### config.mk
export PLATFORM = sky130hd
export DESIGN_NAME = uart_tx_frame
export DESIGN_NICKNAME = d
export VERILOG_FILES = /design/src/rtl/uart_tx_pkg.sv /design/src/rtl/uart_tx_bit_timer.sv /design/src/rtl/uart_tx_frame.sv
export SDC_FILE = /design/constraint.sdc
export NUM_CORES = 1
export LEC_CHECK = 0
export ABC_AREA = 1
export BUFFER_PORTS_ARGS = -buffer_cell sky130_fd_sc_hd__buf_4
export CAP_MARGIN = 0
export CORE_ASPECT_RATIO = 1.75
export CORE_MARGIN = 1.5
export CORE_UTILIZATION = 35
export CTS_CLUSTER_SIZE = 28
export DETAILED_ROUTE_END_ITERATION = 8
export GPL_TIMING_DRIVEN = 0
export SLEW_MARGIN = 20
export SYNTH_ARGS = -nofsm -noshare
export SYNTH_HDL_FRONTEND = slang
export SYNTH_SLANG_ARGS = --single-unit
### constraint.sdc
create_clock -name CLK -period 2.24 [get_ports CLK]
set_input_delay 0.448 -clock CLK [delete_from_list [all_inputs] [get_ports CLK]]
set_output_delay 0.448 -clock CLK [all_outputs]
set_load 0.05 [all_outputs]
### src/rtl/uart_tx_pkg.sv
// -----------------------------------------------------------------------------
// uart_tx_pkg
// Shared definitions for the UART transmit path.
//   tx_state_t      : frame FSM states (3-bit encoding)
//   START/STOP_BIT  : line levels of the framing bits
//   MAX_DATA_WIDTH  : widest payload the 4-bit bit index can address
//   parity_bit()    : parity of a payload, even (typ=0) or odd (typ=1)
// -----------------------------------------------------------------------------
package uart_tx_pkg;

    typedef enum logic [2:0] {
        IDLE   = 3'd0,
        START  = 3'd1,
        DATA   = 3'd2,
        PARITY = 3'd3,
        STOP   = 3'd4
    } tx_state_t;

    localparam logic START_BIT_LEVEL = 1'b0;
    localparam logic STOP_BIT_LEVEL  = 1'b1;

    localparam int MAX_DATA_WIDTH = 16;

    // Callers zero-extend narrower payloads; extra zeros do not change the XOR.
    function automatic logic parity_bit(input logic [MAX_DATA_WIDTH-1:0] data,
                                        input logic                      typ);
        return (^data) ^ typ;
    endfunction

endpackage

### src/rtl/uart_tx_bit_timer.sv
// -----------------------------------------------------------------------------
// uart_tx_bit_timer
// Bit-period timer for the transmitter: edge_cnt counts clock cycles within a
// bit, bit_idx counts completed bits within the current FSM state.
// Ports:
//   CLK, RST  : clock, synchronous active-high reset
//   enable    : count this cycle (a frame is in flight)
//   clear     : restart both counters (FSM changes state on this edge)
//   P         : cycles per bit; 0 and 1 both mean one cycle per bit
//   bit_done  : last cycle of the current bit
//   bit_idx   : number of bits completed in the current state
// -----------------------------------------------------------------------------
module uart_tx_bit_timer #(
    parameter int PRESCALE_WIDTH = 5
) (
    input  logic                      CLK,
    input  logic                      RST,
    input  logic                      enable,
    input  logic                      clear,
    input  logic [PRESCALE_WIDTH-1:0] P,
    output logic                      bit_done,
    output logic [3:0]                bit_idx
);

    logic [PRESCALE_WIDTH-1:0] edge_cnt;
    logic [PRESCALE_WIDTH-1:0] last_edge;

    // Prescale 0 is folded into 1 so a zero setting cannot stall the line.
    assign last_edge = (P == '0 || P == PRESCALE_WIDTH'(1)) ? '0 : P - PRESCALE_WIDTH'(1);
    assign bit_done  = enable && (edge_cnt == last_edge);

    always_ff @(posedge CLK) begin
        // NOTE: non-blocking assignments in clocked logic so every register
        // samples pre-edge values regardless of statement order.
        if (RST) begin
            edge_cnt <= '0;
            bit_idx  <= '0;
        end else if (clear) begin
            edge_cnt <= '0;
            bit_idx  <= '0;
        end else if (enable) begin
            if (bit_done) begin
                edge_cnt <= '0;
                bit_idx  <= bit_idx + 4'd1;
            end else begin
                edge_cnt <= edge_cnt + PRESCALE_WIDTH'(1);
            end
        end
    end

endmodule

### src/rtl/uart_tx_frame.sv
// -----------------------------------------------------------------------------
// uart_tx_frame
// UART transmitter: start(0), DATA_WIDTH data bits LSB first, optional parity,
// stop(1); each bit held for `prescale` clock cycles.
// Ports:
//   CLK, RST    : clock, synchronous active-high reset
//   P_DATA      : payload, sampled on the accepting edge
//   DATA_VALID  : request; honoured only while idle
//   PAR_EN      : 1 = insert parity bit
//   PAR_TYP     : 0 = even, 1 = odd parity
//   prescale    : clock cycles per bit, sampled on the accepting edge
//   TX_OUT      : registered serial line, idles high
//   Busy        : registered, high while a frame is in flight
// -----------------------------------------------------------------------------
module uart_tx_frame
    import uart_tx_pkg::*;
#(
    parameter int DATA_WIDTH     = 8,
    parameter int PRESCALE_WIDTH = 5
) (
    input  logic                      CLK,
    input  logic                      RST,
    input  logic [DATA_WIDTH-1:0]     P_DATA,
    input  logic                      DATA_VALID,
    input  logic                      PAR_EN,
    input  logic                      PAR_TYP,
    input  logic [PRESCALE_WIDTH-1:0] prescale,
    output logic                      TX_OUT,
    output logic                      Busy
);

    localparam logic [3:0] LAST_IDX = 4'(DATA_WIDTH - 1);

    tx_state_t                 state, next_state;
    logic [DATA_WIDTH-1:0]     data_q;
    logic                      par_en_q, par_typ_q;
    logic [PRESCALE_WIDTH-1:0] prescale_q;

    logic                      accept;
    logic                      bit_done;
    logic [3:0]                bit_idx;
    logic [3:0]                idx_next;
    logic [DATA_WIDTH-1:0]     data_shifted;
    logic                      tx_next;

    assign accept = (state == IDLE) && DATA_VALID;

    uart_tx_bit_timer #(
        .PRESCALE_WIDTH (PRESCALE_WIDTH)
    ) u_bit_timer (
        .CLK      (CLK),
        .RST      (RST),
        .enable   (state != IDLE),
        .clear    (next_state != state),
        .P        (prescale_q),
        .bit_done (bit_done),
        .bit_idx  (bit_idx)
    );

    always_comb begin
        // NOTE: default first so every path assigns next_state; without it
        // the unlisted cases would infer a latch.
        next_state = state;
        case (state)
            IDLE:    if (DATA_VALID) next_state = START;
            START:   if (bit_done)   next_state = DATA;
            DATA:    if (bit_done && bit_idx == LAST_IDX)
                         next_state = par_en_q ? PARITY : STOP;
            PARITY:  if (bit_done)   next_state = STOP;
            STOP:    if (bit_done)   next_state = IDLE;
            default:                 next_state = IDLE;
        endcase
    end

    // TX_OUT is registered, so it is loaded with the level of the state and
    // bit that will be current after this edge.
    always_comb begin
        idx_next = '0;
        if (state == DATA && next_state == DATA)
            idx_next = bit_done ? bit_idx + 4'd1 : bit_idx;
        data_shifted = data_q >> idx_next;
        case (next_state)
            START:   tx_next = START_BIT_LEVEL;
            DATA:    tx_next = data_shifted[0];
            PARITY:  tx_next = parity_bit(MAX_DATA_WIDTH'(data_q), par_typ_q);
            default: tx_next = STOP_BIT_LEVEL;
        endcase
    end

    always_ff @(posedge CLK) begin
        if (RST) begin
            state      <= IDLE;
            TX_OUT     <= STOP_BIT_LEVEL;
            Busy       <= 1'b0;
            // NOTE: payload/config latches are reset too, so an aborted frame
            // leaves no stale data or prescale behind.
            data_q     <= '0;
            par_en_q   <= 1'b0;
            par_typ_q  <= 1'b0;
            prescale_q <= '0;
        end else begin
            state  <= next_state;
            TX_OUT <= tx_next;
            Busy   <= (next_state != IDLE);
            if (accept) begin
                data_q     <= P_DATA;
                par_en_q   <= PAR_EN;
                par_typ_q  <= PAR_TYP;
                prescale_q <= prescale;
            end
        end
    end

endmodule

==> impl_metrics.yaml <==
sta:
  hold_violations: 0
  max_freq_mhz: 424
  period_share_pct: 105
  setup_ws_ns: -0.116
  rsz0062_at_grt: "yes"
  hold_ws_ns: 0.416
  finalSetupViolCount: 3
  fin_skew_ns: 0.00588
  worst-slew-pin-transition_ns: 0.524
  drv_slew: 0
  fin_crit_ns: 2.36
  slew_headroom_pct: 65.1
worst_hold_path:
  worstHoldStart: "P_DATA[2]"
  min_path_type: "input pin to flip-flop"
  holdPathStages: 3
  hold_end: "data_q[2]$_SDFFE_PP0P_"
logic_synthesis:
  synth_top_family_by_area: "simple AND/OR/NAND/NOR gates"
  yosys.area_share.simple_pct: 33.7
  syn-num-nets: 263
  synth.area.mux_share_pct: 0
  synth_area_sq_mm: 0.00172
  ys_seq_area_share_pct: 33.7
  synth_adder_area_share_pct: 3.63
  syn_inst: 240
  synth-xor-area-share_pct: 7.12
  synthesis.area_per_instance_sq_um: 7.17
  ys_seq_elements: 29
  ys_warn_count: 0
  synth-compound-area-share_pct: 12.4
  synth_cell_type_count: 31
finish:
  final_common_cell: "nand2_1"
  fin_nets: 297
  mostFrequentLayoutCells: "nand2_1, dfxtp_1, inv_1"
  drive_gt1_share_pct: 27.3
  final-instance-count-excl-fill: 327
  diodes: 0
  area_growth_pct: 27.9
  num-fill-cells: 496
  stdcell_area_sq_mm: 0.00220
clocking:
  hold_buffers: 0
  cts_buffer_depth: 2
  htree_levels: 2
  clockRootBuffer: "clkbuf_8"
  numCtsBuffers: 5
  cts_tree: "done"
  clkLatencyLatePin_ns: 0.29
  clkTransAtPathRegs_ns: 0.06
  clkSinkCount: 29
floorplanning:
  die-area_sq_mm: 0.00537
  io_pins: 20
  initial_core_util_pct: 36.6
  row_count: 33
  core-area_sq_mm: 0.00471
  fp.dieW_um: 56.0
  fp.dieH_um: 95.8
global_routing:
  grt_max_degree: 11
  met2_usage_pct: 34.6
  grt_use_met3_pct: 2.82
  grt-busiest-layer: "met2"
  grt_pass1_vias: 1653
  antenna_found_initial: 0
  overflow: 0
  grt_usage_pct: 16.7
  met1_usage_pct: 14.3
  grt_first_pass_wirelength_mm: 6.92
setup_path:
  worstPathMaxFanout: 6
  endpoint_kind: "flip-flop"
  critPathKind: "flip-flop to flip-flop"
  cp.required_ns: 2.47
  r2r-start: "prescale_q[0]$_SDFFE_PP0P_"
  cp.arrival_ns: 2.58
  rrSetupSlack_ns: -0.12
  r2r_cells: 21
  r2r-end: "TX_OUT$_SDFF_PP1_"
  cp-start-kind: "flip-flop"
routing:
  ant_nets: 0
  vias: 1622
  first_pass_iters: 5
  wl_per_cell_um: 11.9
  viasPerCell: 4.96
  drtIter0Drc: 19
  routed_wl_mm: 3.88
  drc: 0
pwr:
  comb_power_share_pct: 33.7
  powerDensity_mw_per_mm2: 736
  p_int_uw: 1050
  p_sw_uw: 575
  peakVddDrop_uv: 475
  p_sw_share_pct: 35.5
  power_frac_seq_pct: 36.8
  pwr-share-clk_pct: 29.5
  p_leak_uw: 0.000946
  total_power_uw: 1620
status:
  status: "complete, but fails checks"
  violations: "negative setup slack"
flow_run:
  drv.max_cap_violation_count: 0
place:
  io_buffer_count: 18
  dp_cells: 310
  post-place-ws_ns: -0.444
  gp_congestion: 0.809
  hpwlAfterDp_mm: 2.97
  placed_cell_area_sq_mm: 0.00192
==> worst max path at each step <==
stage          slack (ns)  cells after the start                        from           endpoint
5_1_grt             -0.38                     20  prescale_q[1]$_SDFFE_PP0P_  TX_OUT$_SDFF_PP1_
3_3_place_gp        -0.44                     17  prescale_q[0]$_SDFFE_PP0P_  TX_OUT$_SDFF_PP1_
6_report            -0.12                     21  prescale_q[0]$_SDFFE_PP0P_  TX_OUT$_SDFF_PP1_
4_1_cts             -0.16                     19  prescale_q[1]$_SDFFE_PP0P_  TX_OUT$_SDFF_PP1_
3_5_place_dp        -0.44                     17  prescale_q[0]$_SDFFE_PP0P_  TX_OUT$_SDFF_PP1_
2_1_floorplan       -0.01                     19  prescale_q[0]$_SDFFE_PP0P_  TX_OUT$_SDFF_PP1_
==> layout make-up <==
cell class                 count  area (sq um)  area share [%]
multi-input combinational    169          1080            49.0
sequential                    29           586            26.6
timing repair buffer          26           199            9.03
inverter                      38           151            6.87
clock buffer                   7          96.3            4.38
tap                           52          65.1            2.95
buffer                         5          20.0           0.909
clock inverter                 1          5.00           0.227
==> layer usage <==
layer  routed length [um]  share of wire, %
met4                  155               4.0
met2                 2270                59
met3                  103               2.7
met1                 1350                35
met5                    0                 0
==> worst max-delay path, cell delays in order, from the launching register on <==
cell,delay (ns)
dfxtp_4,0.38
inv_6,0.05
ha_4,0.14
inv_2,0.05
nand2_4,0.06
nand3_4,0.08
nand2_1,0.06
nand2_1,0.05
nand2_1,0.06
nor2_2,0.11
nand2_2,0.10
nor3_4,0.21
buf_6,0.16
xnor2_4,0.12
clkinv_2,0.13
nor2_2,0.15
nor2_2,0.04
nand2_1,0.05
nand2_1,0.05
nand2_1,0.07
nand3_2,0.07
nand2_1,0.08
==> timing repair <==
item                       in CTS  in global routing
resized for setup              27                  0
hold endpoints to repair        0                  0
gates cloned                    1                  0
pin swaps                      17                  3
setup endpoints to repair      11                 12
setup buffers                   8                  0
==> synth_stat cells (all sizes together) <==
| cell | n | area share (%) |
|---|---|---|
| inv | 37 | 8.1 |
| nor2 | 25 | 7.7 |
| nand4 | 11 | 4.0 |
| nand2 | 56 | 13 |
| xnor2 | 7 | 3.6 |
| clkinv | 1 | 0.22 |
| a211oi | 1 | 0.73 |
| a31oi | 1 | 0.36 |
| nand3 | 19 | 7.3 |
| o32ai | 1 | 0.51 |
| xor2 | 7 | 3.6 |
| a21boi | 1 | 0.44 |
| o21ai | 11 | 3.2 |
| nor3 | 3 | 1.8 |
| clkbuf | 4 | 0.87 |
| ha | 5 | 3.6 |
| buf | 1 | 0.29 |
| a21oi | 20 | 7.1 |
| dfxtp | 29 | 34 |
==> power by group through the flow <==
stage / logic [uW] / clock network [uW] / registers, uW
2_1_floorplan: 348 / 0 / 621
3_3_place_gp: 480 / 0 / 602
3_5_place_dp: 483 / 0 / 603
4_1_cts: 555 / 494 / 597
5_1_grt: 616 / 511 / 602
6_report: 546 / 478 / 597
==> state kept, by name, indices dropped and copies added, names as in the netlist <==
name                  cells
u_bit_timer.bit_idx       4
TX_OUT                    1
prescale_q                5
data_q                    8
Busy                      1
par_en_q                  1
u_bit_timer.edge_cnt      5
par_typ_q                 1
state                     3
==> cell families (layout without fill, tap and decap cells) <==
group           count (synthesis)  in the layout
fa+ha+maj                       5              5
flops                          29             29
buf+inv                        43             77
simple gates                  114            115
compound gates                 35             35
xor+xnor                       14             14
==> metrics by stage <==
stage               TNS (ns)  utilization, %
floorplan            -0.0142               -
global placement       -2.67            40.8
detailed placement     -2.66            40.8
CTS                   -0.447            46.8
global route           -2.46            46.8
finish                -0.121            46.8
No activity file was read; power rests on OpenSTA's default activity.
